<file path="src/rtl/arm_mc_pkg.sv">
// rtl/arm_mc_pkg.sv - shared state, opcode, DP command and ALU code constants
package arm_mc_pkg;

  typedef logic [3:0] state_t;

  localparam state_t S_FETCH   = 4'd0;
  localparam state_t S_DECODE  = 4'd1;
  localparam state_t S_MEMADR  = 4'd2;
  localparam state_t S_MEMRD   = 4'd3;
  localparam state_t S_MEMWB   = 4'd4;
  localparam state_t S_MEMWR   = 4'd5;
  localparam state_t S_EXECR   = 4'd6;
  localparam state_t S_EXECI   = 4'd7;
  localparam state_t S_ALUWB   = 4'd8;
  localparam state_t S_BRANCH  = 4'd9;
  localparam state_t S_UNKNOWN = 4'd10;

  localparam logic [1:0] OP_DP  = 2'b00;
  localparam logic [1:0] OP_MEM = 2'b01;
  localparam logic [1:0] OP_BR  = 2'b10;

  localparam logic [3:0] CMD_AND = 4'b0000;
  localparam logic [3:0] CMD_EOR = 4'b0001;
  localparam logic [3:0] CMD_SUB = 4'b0010;
  localparam logic [3:0] CMD_ADD = 4'b0100;
  localparam logic [3:0] CMD_TST = 4'b1000;
  localparam logic [3:0] CMD_CMP = 4'b1010;
  localparam logic [3:0] CMD_ORR = 4'b1100;
  localparam logic [3:0] CMD_MOV = 4'b1101;

  localparam logic [2:0] ALU_ADD  = 3'b000;
  localparam logic [2:0] ALU_SUB  = 3'b001;
  localparam logic [2:0] ALU_AND  = 3'b010;
  localparam logic [2:0] ALU_ORR  = 3'b011;
  localparam logic [2:0] ALU_EOR  = 3'b100;
  localparam logic [2:0] ALU_MOVB = 3'b101;

endpackage

</file>
<file path="src/rtl/arm_mc_aludec.sv">
// rtl/arm_mc_aludec.sv - combinational DP command decoder producing ALU control and flag writes
module arm_mc_aludec
  import arm_mc_pkg::*;
#(
  parameter  int EXT_OPS    = 1,
  localparam int ALU_CTRL_W = (EXT_OPS != 0) ? 3 : 2
) (
  input  logic                  alu_op,
  input  logic                  is_dp,
  input  logic [4:0]            funct,
  output logic [ALU_CTRL_W-1:0] alu_control,
  output logic [1:0]            flag_w,
  output logic                  no_write,
  output logic                  supported
);

  logic [3:0] cmd;
  logic       s_bit;
  logic [2:0] code;
  logic       arith;
  logic       nw;
  logic       ext_en;

  always_comb begin
    cmd       = funct[4:1];
    s_bit     = funct[0];
    ext_en    = (EXT_OPS != 0);
    code      = ALU_ADD;
    supported = 1'b1;
    arith     = 1'b0;
    nw        = 1'b0;
    case (cmd)
      CMD_ADD: begin code = ALU_ADD; arith = 1'b1; end
      CMD_SUB: begin code = ALU_SUB; arith = 1'b1; end
      CMD_AND: code = ALU_AND;
      CMD_ORR: code = ALU_ORR;
      CMD_CMP: begin code = ALU_SUB; arith = 1'b1; nw = 1'b1; end
      CMD_EOR: begin code = ALU_EOR; supported = ext_en; end
      CMD_TST: begin code = ALU_AND; nw = ext_en; supported = ext_en; end
      CMD_MOV: begin code = ALU_MOVB; supported = ext_en; end
      default: supported = 1'b0;
    endcase
    no_write    = is_dp & nw;
    // Narrow ALUs only see the low code bits of the base set.
    alu_control = alu_op ? code[ALU_CTRL_W-1:0] : '0;
    flag_w      = alu_op ? {s_bit, s_bit & arith} : 2'b00;
  end

endmodule

</file>
<file path="src/rtl/arm_mc_controller.sv">
// rtl/arm_mc_controller.sv - multicycle ARM control unit: Moore main FSM, PC logic, retire counter
module arm_mc_controller
  import arm_mc_pkg::*;
#(
  parameter  int EXT_OPS    = 1,
  parameter  int MEM_WAIT   = 1,
  parameter  int CNT_W      = 32,
  localparam int ALU_CTRL_W = (EXT_OPS != 0) ? 3 : 2
) (
  input  logic                  clk,
  input  logic                  reset_n,
  input  logic [1:0]            Op,
  input  logic [5:0]            Funct,
  input  logic [3:0]            Rd,
  input  logic                  MemReady,
  output logic                  IRWrite,
  output logic                  NextPC,
  output logic                  RegW,
  output logic                  MemW,
  output logic                  Branch,
  output logic                  PCS,
  output logic                  AdrSrc,
  output logic                  ALUSrcA,
  output logic [1:0]            ALUSrcB,
  output logic [1:0]            ResultSrc,
  output logic [1:0]            ImmSrc,
  output logic [1:0]            RegSrc,
  output logic [ALU_CTRL_W-1:0] ALUControl,
  output logic [1:0]            FlagW,
  output logic                  NoWrite,
  output logic                  Illegal,
  output logic [CNT_W-1:0]      Retired
);

  state_t           state_q, state_d;
  logic [CNT_W-1:0] retired_q, retired_d;

  logic       mem_ready;
  logic       is_dp;
  logic       dp_ok;
  logic       alu_op;
  logic       no_write;
  logic [1:0] flag_w_raw;
  logic       ir_write, next_pc, reg_w, mem_w, branch, illegal;

  assign mem_ready = (MEM_WAIT != 0) ? MemReady : 1'b1;
  assign is_dp     = (Op == OP_DP);

  arm_mc_aludec #(.EXT_OPS(EXT_OPS)) u_aludec (
    .alu_op      (alu_op),
    .is_dp       (is_dp),
    .funct       (Funct[4:0]),
    .alu_control (ALUControl),
    .flag_w      (flag_w_raw),
    .no_write    (no_write),
    .supported   (dp_ok)
  );

  always_comb begin
    state_d = state_q;
    case (state_q)
      S_FETCH:  if (mem_ready) state_d = S_DECODE;
      S_DECODE: begin
        case (Op)
          OP_DP: begin
            if (!dp_ok)        state_d = S_UNKNOWN;
            else if (Funct[5]) state_d = S_EXECI;
            else               state_d = S_EXECR;
          end
          OP_MEM:  state_d = S_MEMADR;
          OP_BR:   state_d = S_BRANCH;
          default: state_d = S_UNKNOWN;
        endcase
      end
      S_MEMADR: state_d = Funct[0] ? S_MEMRD : S_MEMWR;
      S_MEMRD:  if (mem_ready) state_d = S_MEMWB;
      S_MEMWR:  if (mem_ready) state_d = S_FETCH;
      S_EXECR, S_EXECI: state_d = no_write ? S_FETCH : S_ALUWB;
      default:  state_d = S_FETCH;
    endcase
  end

  always_comb begin
    ir_write  = 1'b0;
    next_pc   = 1'b0;
    reg_w     = 1'b0;
    mem_w     = 1'b0;
    branch    = 1'b0;
    illegal   = 1'b0;
    alu_op    = 1'b0;
    AdrSrc    = 1'b0;
    ALUSrcA   = 1'b0;
    ALUSrcB   = 2'b00;
    ResultSrc = 2'b00;
    case (state_q)
      S_FETCH: begin
        ALUSrcA   = 1'b1;
        ALUSrcB   = 2'b10;
        ResultSrc = 2'b10;
        ir_write  = mem_ready;
        next_pc   = mem_ready;
      end
      S_DECODE: begin
        ALUSrcA   = 1'b1;
        ALUSrcB   = 2'b10;
        ResultSrc = 2'b10;
      end
      S_MEMADR: ALUSrcB = 2'b01;
      S_MEMRD:  AdrSrc = 1'b1;
      S_MEMWB: begin
        ResultSrc = 2'b01;
        reg_w     = 1'b1;
      end
      S_MEMWR: begin
        AdrSrc = 1'b1;
        mem_w  = 1'b1;
      end
      S_EXECR: alu_op = 1'b1;
      S_EXECI: begin
        ALUSrcB = 2'b01;
        alu_op  = 1'b1;
      end
      S_ALUWB: reg_w = 1'b1;
      S_BRANCH: begin
        ALUSrcB   = 2'b01;
        ResultSrc = 2'b10;
        branch    = 1'b1;
      end
      S_UNKNOWN: illegal = 1'b1;
      default: ;
    endcase
  end

  always_comb begin
    ImmSrc = 2'b00;
    RegSrc = 2'b00;
    case (Op)
      OP_MEM: begin
        ImmSrc = 2'b01;
        RegSrc = Funct[0] ? 2'b00 : 2'b10;
      end
      OP_BR: begin
        ImmSrc = 2'b10;
        RegSrc = 2'b01;
      end
      default: ;
    endcase
  end

  // Write enables are held off while reset is asserted so an aborted access never commits.
  assign IRWrite = ir_write & reset_n;
  assign NextPC  = next_pc & reset_n;
  assign RegW    = reg_w & reset_n;
  assign MemW    = mem_w & reset_n;
  assign Branch  = branch & reset_n;
  assign Illegal = illegal & reset_n;
  assign FlagW   = flag_w_raw & {2{reset_n}};
  assign NoWrite = no_write;
  assign PCS     = ((Rd == 4'd15) & RegW) | Branch;
  assign Retired = retired_q;

  always_comb begin
    retired_d = retired_q;
    if (state_d == S_FETCH && state_q != S_FETCH && state_q != S_UNKNOWN)
      retired_d = retired_q + CNT_W'(1);
  end

  always_ff @(posedge clk or negedge reset_n) begin
    if (!reset_n) begin
      state_q   <= S_FETCH;
      retired_q <= '0;
    end else begin
      state_q   <= state_d;
      retired_q <= retired_d;
    end
  end

endmodule

</file>
<file path="config.mk">
export PLATFORM = sky130hd
export DESIGN_NAME = arm_mc_controller
export DESIGN_NICKNAME = d
export VERILOG_FILES = /design/src/rtl/arm_mc_pkg.sv /design/src/rtl/arm_mc_aludec.sv /design/src/rtl/arm_mc_controller.sv
export SDC_FILE = /design/constraint.sdc
export NUM_CORES = 1
export LEC_CHECK = 0
export ABC_AREA = 1
export BUFFER_PORTS_ARGS = -buffer_cell sky130_fd_sc_hd__buf_2
export CORE_UTILIZATION = 54
export DETAILED_ROUTE_END_ITERATION = 7
export PLACE_DENSITY = 0.88
export SYNTH_ARGS = -nofsm -noshare
export SYNTH_HDL_FRONTEND = slang
export SYNTH_SLANG_ARGS = --single-unit
</file>
<file path="constraint.sdc">
create_clock -name clk -period 1.8 [get_ports clk]
set_input_delay 0.27 -clock clk [delete_from_list [all_inputs] [get_ports clk]]
set_output_delay 0.27 -clock clk [all_outputs]
set_load 0.03 [all_outputs]
</file>
# Word-level counts from Yosys, hierarchy flattened

Index checks and enable logic that the tools add are counted.

Register bits: 36

$add $sub $neg: 1
Equality and inequality tests: 21
Muxes and demuxes: 28
Bitwise operators: 10
Reduce and logical (&&, ||, !) cells: 18

Operators with widths:

| operator                                                         | count |
|---|---|
| 32-bit by 1-bit adder with 32-bit output (second input constant) | 1 |
| 4-bit == test (second input constant)                            | 8 |
| 4-bit one-hot mux with 6 select lines                            | 1 |
| 4-bit by 3-bit == test with 1-bit output (second input constant) | 5 |
| 4-bit 2-to-1 mux                                                 | 5 |
| 2-bit one-hot mux with 2 select lines                            | 4 |
| 3-bit one-hot mux with 5 select lines                            | 1 |
| 2-bit OR reduction                                               | 7 |
| 4-bit by 2-bit == test with 1-bit output (second input constant) | 3 |
| 4-bit logical NOT                                                | 3 |
| 1-bit 2-to-1 mux                                                 | 12 |
| 4-bit one-hot mux with 3 select lines                            | 1 |
| 3-bit OR reduction                                               | 3 |
| 1-bit bitwise AND                                                | 8 |
| 4-bit by 1-bit == test with 1-bit output (second input constant) | 2 |
| 8-bit OR reduction                                               | 1 |
| 3-bit 2-to-1 mux                                                 | 2 |
| 2-bit 2-to-1 mux                                                 | 2 |
| 4-bit inequality test (second input constant)                    | 1 |
| 4-bit nonzero test                                               | 1 |
| 2-bit bitwise AND                                                | 1 |
| 2-bit by 1-bit == test with 1-bit output (second input constant) | 1 |
| 2-bit == test (second input constant)                            | 1 |
| 1-bit logical AND                                                | 2 |
| 2 further kinds                                                  | 2 |

# Logic depth before layout (Yosys ltp)

Word-level depth: 9
Depth in mapped cells: 13

# Hierarchy

A second synthesis with hierarchy kept.

Cell total of the unflattened synthesis: 456
Area, all modules: 2901.5 µm²

By module, submodules not included:

| module            | instances | cells an instance | area each (µm²) |
|---|---|---|---|
| arm_mc_controller | 1         | 432               | 2791.4 |
| arm_mc_aludec     | 1         | 24                | 110.1 |

# Worst setup path after synthesis

No wires, ideal clock.

Path type: register -> output
Start point: register state_q[3]
End point: output FlagW[0]
Arrival: 1861 ps
Setup slack: -331 ps
Stages on the path, launching flop included: 8
Path buffers: 0
Cell sequence: dfrtp_1 > inv_1 > nand2_1 > nor2_1 > inv_1 > nor3_1 > o21ai_0 > inv_1

Cells in the longest elaborated chain, start to end: 5
Elaborated cells between the ends (all ways): 6
Those cells by class: eq/ne (2); mux (2); bitwise (1); reduce/logical (1)

Ends and longest elaborated chain:

| element                                  | line                     | text |
|---|---|---|
| start: declaration                       | arm_mc_controller.sv:35  | `state_t state_q, state_d;` |
| start signal: assignment                 | arm_mc_controller.sv:173 | `state_q <= state_d;` |
| 4-bit by 3-bit == test with 1-bit output | arm_mc_controller.sv:95  | `case (state_q)` |
| 2-bit OR reduction (no source line) *    | -                        |  |
| 1-bit 2-to-1 mux *                       | arm_mc_controller.sv:95  |  |
| 2-bit 2-to-1 mux *                       | arm_mc_aludec.sv:46      | `flag_w = alu_op ? {s_bit, s_bit & arith} : 2'b00;` |
| 2-bit bitwise AND *                      | arm_mc_controller.sv:157 | `assign FlagW = flag_w_raw & {2{reset_n}};` |
| end: declaration                         | arm_mc_controller.sv:29  | `output logic [1:0] FlagW,` |

Mark *: on every way between the ends. The rest lies on a longest branch, timed or not.

# Worst setup path in the final report

Start point: register state_q[1]
End point: register retired_q[4], in the netlist Retired[4]

Cells in the longest elaborated chain, start to end: 6
Elaborated cells between the ends (all ways): 17
Those cells by class: eq/ne (7); mux (4); reduce/logical (6)

Ends and longest elaborated chain:

| element                                  | line                     | text |
|---|---|---|
| 4-bit by 3-bit == test with 1-bit output | arm_mc_controller.sv:61  | `case (state_q)` |
| 2-bit OR reduction (no source line)      | -                        |  |
| 4-bit one-hot mux with 6 select lines    | arm_mc_controller.sv:61  |  |
| 4-bit logical NOT                        | arm_mc_controller.sv:164 | `if (state_d == S_FETCH && state_q != S_FETCH && state_q != S_UNKNOWN)` |
| 1-bit logical AND                        | arm_mc_controller.sv:164 |  |
| 1-bit logical AND *                      | arm_mc_controller.sv:164 |  |
| end signal: assignment                   | arm_mc_controller.sv:174 | `retired_q <= retired_d;` |
| end: declaration                         | arm_mc_controller.sv:36  | `logic [CNT_W-1:0] retired_q, retired_d;` |

Marked as above.
A chain may end at the register's enable or synchronous reset.

==> reports/results.txt <==
status - complete, but fails checks
failing checks - setup timing
Cell Area, Placed - 0.00357 mm^2
Worst Setup End Kind - register
IO Count - 70
CTS buffer count - 5
WL final - 10800 um
Sink Count - 36
floorplan row count - 26
Core ar. - 0.00511 mm^2
WL/cell - 16.6 um
#FFs+latches synth - 36
final period utilization - 107%
slew margin rel. - 67.7%
first-pass GRT wire length - 14800 um
initial core utilization - 56.4%
final worst slack - -126 ps
RSZ-0062 raised after global routing - yes
Post-Syn Instances - 463
die height - 75.0 um
clock latency on the worst-skew pair - 290 ps
Worst Path Max Fanout - 7
Tmin final - 1930 ps
Setup Skew - 6.18 ps
worst path cell trace - buf_6 -> o211ai_1 -> nand3_4 -> nor2_4 -> nand4_4 -> clkbuf_16 -> nand2_2 -> nand2_2
largest net degree at the start of global routing - 37
final antenna-violating net count - 0
CP most frequent cell - nand2_2
area grow syn2layout - 45.8%
Slew @ Worst Pin - 482 ps
Mean Syn Cell Area - 6.22 um^2
first-pass iteration count of the detailed router - 5
max-cap violations - 0
syn nets - 479
GR Overflow Total - 0
first-iteration detailed-routing DRC count - 359
Tot Pwr - 5.94 mW
Final #Nets - 594
maximum vdd drop - 0.00105 V
initial antenna violation count - 0
cell area after layout - 0.00420 mm^2
vias in the first global route - 3235
Crit path largest cell delay - 460 ps
crit start category - register
Yosys top cell area share - 31.3%
Pins Over Slew Limit - 0
HP Class - input port to async pin
FMAX - 0.519 GHz
Synth area leader - dfrtp_1
buffer levels on the longest clock path - 2
Leak - 2.19 nW
Final GP Congestion - 0.938
area of the die - 0.00563 mm^2
Total GRT Usage - 34.7%
clk slew on worst S/H paths - 80 ps
die width - 75.0 um
Finished Layout Cells - 648
final hold violations - 0
dpl hpwl - 6370 um
Post-Synthesis Cell Area - 0.00288 mm^2
root buf cell - clkbuf_8
CTS tree - yes
Yosys warning total - 0
proportion of layout cells with a drive suffix above 1 - 37.5%
critical path arrival - 2110 ps
H-tree levels - 2
hold_buf cts - 0
routed vias - 3719
Setup CP Type - register to register
ant diodes - 0
CP max stage cell - dfrtp_2
dpl cells - 628
I/O Buffers - 69
CP required - 1980 ps
Unique masters post-synth - 29
final setup vio count - 36
largest cells by area after synthesis - dfrtp_1 (31%), nand2_1 (24%), nor2_1 (10%)
sequential share of the synthesized area - 31.3%
# DRC - 0
Power Density - 1410 mW/mm^2
vias per cell - 5.74
-- metal layers --
| layer | vias up | global-route usage [%] | wire [um] |
|---|---|---|---|
| met5 | - | 0 | 0 |
| met4 | 0 | 11.3 | 459 |
| met3 | 52 | 4.82 | 851 |
| met2 | 226 | 56.6 | 5270 |
| met1 | 1725 | 47.6 | 4190 |
| li1 | 1716 | - | - |
-- flip-flops by register name, summed over array words and instances, names as in the netlist --
| name | flops |
|---|---|
| state_q | 4 |
| Retired | 32 |
-- cell usage in the layout, fill, tap and decap left out, drive strengths merged, types with 2 or more instances in the layout --
cell | Yosys | layout
a21oi | 3 | 3
buf | 10 | 120
clkbuf | 6 | 9
dfrtp | 36 | 36
inv | 38 | 38
nand2 | 183 | 183
nand3 | 20 | 20
nand3b | 12 | 12
nand4 | 38 | 38
nor2 | 86 | 87
nor3 | 5 | 5
o211ai | 2 | 2
o21ai | 4 | 4
xnor2 | 4 | 4
xor2 | 11 | 11
-- critical path: cells and delay by family, from the launching register on --
family / cells / cell delay [ps]
compound gates: 1 / 400
buf+inv: 2 / 390
flops: 1 / 460
simple gates: 5 / 570
-- logic make-up (layout without fill, tap and decap cells) --
group,Yosys count,after routing,synth area share [%]
compound gates,11,11,2.69
simple gates,346,347,52.7
xor+xnor,15,15,4.56
buf+inv,54,168,8.38
flops,36,36,31.3
fa+ha+maj,1,1,0.434
-- stage by stage --
step	utilization [%]	setup WS, ps	hold WS (ps)	setup TNS, ps
2_1_floorplan	-	-18.2	-25.6	-18.2
3_3_place_gp	70.0	-488	342	-15020
3_5_place_dp	70.0	-550	362	-16440
4_1_cts	74.7	-34.8	58.4	-54.8
5_1_grt	82.2	-170	69.0	-4800
6_report	82.2	-126	33.9	-2940
-- synthesized netlist by cell type (all sizes together) --
cell type  instances
dfrtp             36
nor4               1
inv               38
o21ai              4
buf               10
nor2              86
nand4             38
a21oi              3
a21boi             1
xor2              11
clkbuf             6
nor3               5
a31o               1
nand3             20
nand3b            12
ha                 1
and3               1
nand2            183
o211ai             2
xnor2              4
-- timing repair --
item,in CTS,in global routing
buffers inserted,6,3
gates cloned,1,3
endpoints found under the setup margin,42,45
gates resized for setup,31,94
pin swaps,7,17
-- worst paths after layout --
kind	to	slack, ps	from	depth (start not counted)
setup / recovery	Retired[4]	-130	state_q[1]	8
hold / removal	Retired[30]	30	reset_n	2
setup reg to reg	Retired[4]	-130	state_q[1]	8
hold reg to reg	Retired[31]	540	Retired[31]	2
max in group asynchronous	Retired[4]	1400	reset_n	2
min in group clk	state_q[0]	330	Funct[5]	3
-- layout make-up --
class                           instances  area (um^2)
Multi-Input combinational cell        374         2070
Timing Repair Buffer                  123          910
Sequential cell                        36          908
Fill cell                             336          907
Inverter                               38          145
Tap cell                               70         87.6
Clock buffer                            6         72.6
Clock inverter                          1         5.00
-- power breakdown --
part | switching (mW) | internal [mW] | leakage [nW]
combinational | 2.62 | 1.71 | 1.66
sequential | 0.143 | 0.911 | 0.486
clock | 0.297 | 0.264 | 0.0410
total | 3.06 | 2.89 | 2.19
No activity file was read; power rests on OpenSTA's default activity.
